**src/rtl/rr_mux4to1_pkg.sv**
```systemverilog
// Shared constants and helpers for the 4-channel round-robin collector.
package rr_mux4to1_pkg;
  localparam int NUM_CH = 4;
  localparam int SEL_W  = 2;

  // Channel-number addition modulo NUM_CH (the result width does the wrap).
  function automatic logic [SEL_W-1:0] ch_add(input logic [SEL_W-1:0] a,
                                              input logic [SEL_W-1:0] b);
    return a + b;
  endfunction
endpackage

```
**src/rtl/rr_mux4to1_arb4.sv**
```systemverilog
// Combinational round-robin picker: first requester at or after ptr.
module rr_arb4
  import rr_mux4to1_pkg::*;
(
  input  logic [NUM_CH-1:0] req,
  input  logic [SEL_W-1:0]  ptr,
  output logic [NUM_CH-1:0] grant,
  output logic [SEL_W-1:0]  grant_idx,
  output logic              any
);

  logic [SEL_W-1:0] idx;

  // Scan from the farthest offset down to ptr, so the closest requester wins.
  always_comb begin
    grant     = '0;
    grant_idx = '0;
    any       = 1'b0;
    idx       = '0;
    for (int k = NUM_CH - 1; k >= 0; k--) begin
      idx = ch_add(ptr, SEL_W'(k));
      if (req[idx]) begin
        grant_idx = idx;
        any       = 1'b1;
      end
    end
    if (any) grant[grant_idx] = 1'b1;
  end

endmodule

```
**src/rtl/rr_mux4to1.sv**
```systemverilog
// Four valid/ready channels merged into one registered stream tagged with
// the source channel; fair round-robin arbitration, one word per cycle.
module rr_mux4to1
  import rr_mux4to1_pkg::*;
#(
  parameter int DATA_W = 8
) (
  input  logic              clk,
  input  logic              rst,
  input  logic              en,
  input  logic [NUM_CH-1:0] in_valid,
  input  logic [DATA_W-1:0] in_data0,
  input  logic [DATA_W-1:0] in_data1,
  input  logic [DATA_W-1:0] in_data2,
  input  logic [DATA_W-1:0] in_data3,
  output logic [NUM_CH-1:0] in_ready,
  output logic              out_valid,
  output logic [DATA_W-1:0] out_data,
  output logic [SEL_W-1:0]  out_sel,
  input  logic              out_ready
);

  logic [SEL_W-1:0]  ptr;
  logic [NUM_CH-1:0] grant;
  logic [SEL_W-1:0]  grant_idx;
  logic              any;
  logic              load_ok;
  logic              take;
  logic [DATA_W-1:0] data_arr [NUM_CH];

  assign data_arr[0] = in_data0;
  assign data_arr[1] = in_data1;
  assign data_arr[2] = in_data2;
  assign data_arr[3] = in_data3;

  rr_arb4 u_arb (
    .req       (in_valid),
    .ptr       (ptr),
    .grant     (grant),
    .grant_idx (grant_idx),
    .any       (any)
  );

  // The register can take a word when empty or being drained this edge.
  assign load_ok  = en & (~out_valid | out_ready);
  assign take     = load_ok & any;
  // Held low during reset so no source believes its word was taken.
  assign in_ready = (load_ok & ~rst) ? grant : '0;

  // Output register and priority pointer; pointer moves only on a grant.
  always_ff @(posedge clk or posedge rst) begin
    if (rst) begin
      out_valid <= 1'b0;
      out_data  <= '0;
      out_sel   <= '0;
      ptr       <= '0;
    end else if (take) begin
      out_valid <= 1'b1;
      out_data  <= data_arr[grant_idx];
      out_sel   <= grant_idx;
      ptr       <= ch_add(grant_idx, SEL_W'(1));
    end else if (out_valid & out_ready) begin
      out_valid <= 1'b0;
    end
  end

endmodule

```
**config.mk**
```make
export PLATFORM = sky130hd
export DESIGN_NAME = rr_mux4to1
export DESIGN_NICKNAME = d
export VERILOG_FILES = /design/src/rtl/rr_mux4to1_pkg.sv /design/src/rtl/rr_mux4to1_arb4.sv /design/src/rtl/rr_mux4to1.sv
export SDC_FILE = /design/constraint.sdc
export NUM_CORES = 1
export LEC_CHECK = 0
export CAP_MARGIN = 20
export CORE_ASPECT_RATIO = 0.6
export CORE_MARGIN = 8
export CORE_UTILIZATION = 37
export DETAILED_ROUTE_END_ITERATION = 7
export PLACE_DENSITY = 0.9
export SLEW_MARGIN = 20
export SYNTH_ARGS = -nofsm -noshare
export SYNTH_HDL_FRONTEND = slang
export SYNTH_HIERARCHICAL = 1
export SYNTH_SLANG_ARGS = --single-unit
export TNS_END_PERCENT = 30
```
**constraint.sdc**
```tcl
create_clock -name clk -period 2.15 [get_ports clk]
set_input_delay 0.215 -clock clk [delete_from_list [all_inputs] [get_ports clk]]
set_output_delay 0.215 -clock clk [all_outputs]
set_load 0.02 [all_outputs]
```
==> flow_summary_export.csv <==
group,metric,value,unit
placed_design,dp_hpwl,2360,um
critical_path,startpoint_type,"primary input",
critical_path,critPathArrivalTime,2.19,ns
clock_tree,post_cts_buffers,0,
routing,first_pass_iters,5,
power_and_ir_drop,p_comb_share,61.4,%
worst_hold_path,min_path_type,"primary input to asynchronous set/reset pin",
floorplan,initial_core_util,37.4,%
sta,finalMaxSlewViolations,0,
routing,drt-met1-wl,1100,um
power_and_ir_drop,cellPowerDensity,1050,nW/um2
power_and_ir_drop,p_int,1090,uW
clock_tree,cts_buffers,3,
final_layout,antenna_cells,0,
synth,synth_area_leaders,"dfrtp_1 (36%), mux4_2 (17%), mux2_2 (14%)",
synth,postSynthCellCount,75,
routing,wl_met2,1520,um
synth,synth_seq_cells,13,
clock_tree,cts.sinks,13,
placed_design,io_buffer_count,54,
floorplan,num_rows,14,
synth,yosys_warnings,6,
synth,avgSynthCellArea,12.0,um2
routing,drt_iter0_markers,22,
power_and_ir_drop,swShare,35.7,%
final_layout,drive_gt1_share,27.5,%
placed_design,routabilityCongestion,0.764,
clock_tree,root_buffer,"clkbuf_8",
critical_path,required,2.27,ns
power_and_ir_drop,pwr-share-clk,12.6,%
sta,fin_crit_sh,96.0,%
flow_run,maxCapViolCount,0,
final_layout,regArea,325,um2
global_routing,grt_util_all_layers,13.1,%
floorplan,die-area,4330,um2
sta,hold_viol_final,0,
global_routing,grt_pass1_vias,1011,
sta,tightest_slew,0.276,ns
sta,rsz0062_at_grt,"no",
sta,relSlewSlack,81.6,%
power_and_ir_drop,max-vdd-ir-drop,0.000491,V
final_layout,nFillCells,171,
final_layout,final_util,66.8,%
clock_tree,insertion_delay,0.24,ns
synth,synth_cell_types,27,
synth,yosys.area.top_type,"dfrtp_1",
routing,top_layer,"met4",
final_layout,multi_input_area,543,um2
routing,route.met3.wl,206,um
power_and_ir_drop,leakage,0.000687,uW
clock_tree,clk_pin_slew_worst_paths,0.05,ns
synth,syn_nets,115,
critical_path,crit_fanout,3,
critical_path,crit_type,"primary input to flip-flop",
sta,fmax,0.484,GHz
clock_tree,cts-htree-levels,1,
critical_path,rr_worst_depth,6,
outcome,status,"finished clean",
global_routing,grt_pass1_wl,4390,um
critical_path,worstSetupEndpointType,"flip-flop",
routing,via_count,886,
synth,syn_area,903,um2
synth,synth_edf_count,0,
floorplan,dieWidth,79.8,um
floorplan,design.core.area,2420,um2
sta,setup_viol,0,
global_routing,grt_max_degree,14,
floorplan,die_h,54.3,um
final_layout,area_delta_synth_final,78.8,%
floorplan,io_pins,55,
power_and_ir_drop,p_switching,603,uW
sta,final.setup.tns,0,ns
clock_tree,clock_path_buffers,2,
clock_tree,cts_tree,"done",
synth,synth_top_area_share,36.0,%
routing,wire_per_inst,16.3,um
sta,period_minus_slack,2.06,ns
routing,ant_nets,0,
power_and_ir_drop,seqPwrFrac,26.0,%
synth,ys_seq_area_share,36.0,%
global_routing,grt-ovfl-total,0,
routing,post-route-drc-count,0,
routing,routed_wl,2840,um
final_layout,fin_nets,183,
routing,via_per_inst,5.09,
synth,synth_ff_type,"dfrtp_1",
sta,fin_skew,0.000361,ns
synth,synthArstFlopShare,100,%
global_routing,antenna_found_initial,0,
cells in the final DEF, fill, tap and decap left out:
master           count
nand3_1              1
buf_12               1
mux4_2               7
nand2_1              1
mux2i_1              1
o31a_2               1
dfrtp_1             13
inv_1                4
nor2b_1              1
nand2b_1             2
and2_1               4
mux2_2              11
nor2_1               4
clkdlybuf4s50_1     51
dlygate4sd2_1        3
o22a_1               1
o221a_2              1
or4_1                1
buf_4               12
a21oi_1              2
nor3b_2              1
nor2b_4              1
xor2_1               1
and3_1               2
mux4_1               1
clkbuf_1             1
nor3_1               3
o311a_1              1
o21ai_0              4
nor2b_2              1
clkbuf_8             3
o31a_1               1
path summary, 6_finish.rpt:
path                                    startpoint                 endpoint  slack [ns]
min in group clk           out_data[6]$_DFFE_PP0P_  out_data[6]$_DFFE_PP0P_        0.51
min reg2reg                out_data[6]$_DFFE_PP0P_  out_data[6]$_DFFE_PP0P_        0.51
min                                            rst    out_valid$_DFFE_PP0P_        0.30
max in group asynchronous                      rst  out_data[7]$_DFFE_PP0P_        1.69
max reg2reg                     ptr[1]$_DFFE_PP0P_  out_data[7]$_DFFE_PP0P_        0.15
max                                    in_valid[2]  out_data[7]$_DFFE_PP0P_        0.09
sequential cells by signal, summed over array words and instances (netlist names):
signal / cells
out_data: 8
out_sel: 2
ptr: 2
out_valid: 1
cells by family (layout without fill, tap and decap cells):
| kind of cell | after synthesis | in the layout | synth area share [%] |
|---|---|---|---|
| muxes | 20 | 20 | 35.2 |
| xor gates and xnor gates | 1 | 1 | 0.970 |
| AOI/OAI and AO/OA | 11 | 11 | 8.59 |
| buffers and inverters | 8 | 75 | 4.57 |
| DFF | 13 | 13 | 36.0 |
| and+or+nand+nor | 22 | 22 | 14.7 |
cells in the mapped netlist, types with 2 or more instances:
cell,instances
a21oi_1,2
and2_1,4
and3_1,2
buf_2,3
dfrtp_1,13
inv_1,4
mux2_2,11
mux4_2,7
nand2b_1,2
nor2_1,4
nor3_1,3
o21ai_0,4
o31a_1,2
layout make-up:
cell class | count | share of cell area, %
inverter | 4 | 0.930
timing repair buffer | 67 | 40.0
multi-input combinational | 54 | 33.6
tap | 32 | 2.48
clock buffer | 4 | 2.79
sequential | 13 | 20.1
power by group through the flow:
stage | clock, uW | sequential, uW | combinational (uW)
final | 212 | 440 | 1040
after floorplan | 0 | 556 | 472
after CTS | 222 | 439 | 1040
after global placement | 0 | 434 | 1000
after detailed placement | 0 | 443 | 1040
after global routing | 233 | 452 | 1110
stage by stage:
step	hold WS [ns]	power (uW)	area [um2]	setup slack (ns)	std cells
final	0.296	1690	1620	0.0857	174
after global routing	0.321	1800	1620	0.00501	174
after CTS	0.300	1700	1610	0.0632	174
after detailed placement	0.499	1480	1570	-0.199	170
after global placement	0.490	1430	1570	-0.136	170
after floorplan	0.0972	1030	903	0.214	75
routing by layer:
metal  track usage (%)  vias to the layer above
met1              12.4                      431
met2              26.1                       33
met5                 0                        -
met3              4.92                        2
li1                  -                      420
met4              4.49                        0
worst max-delay path, cell delays in order:
cell and delay [ns]:
clkdlybuf4s50_1 0.44, nor2b_2 0.17, nor3_1 0.17, o22a_1 0.23, buf_4 0.16, mux4_1 0.53
mux2_2 0.27
repair_timing:
action,in CTS,in global routing
endpoints found under the setup margin,3,8
pin swaps,0,1
cloned,0,0
hold buffers,0,0
gates resized for setup,3,2
Note: power is estimated with default switching activity, not from simulation.
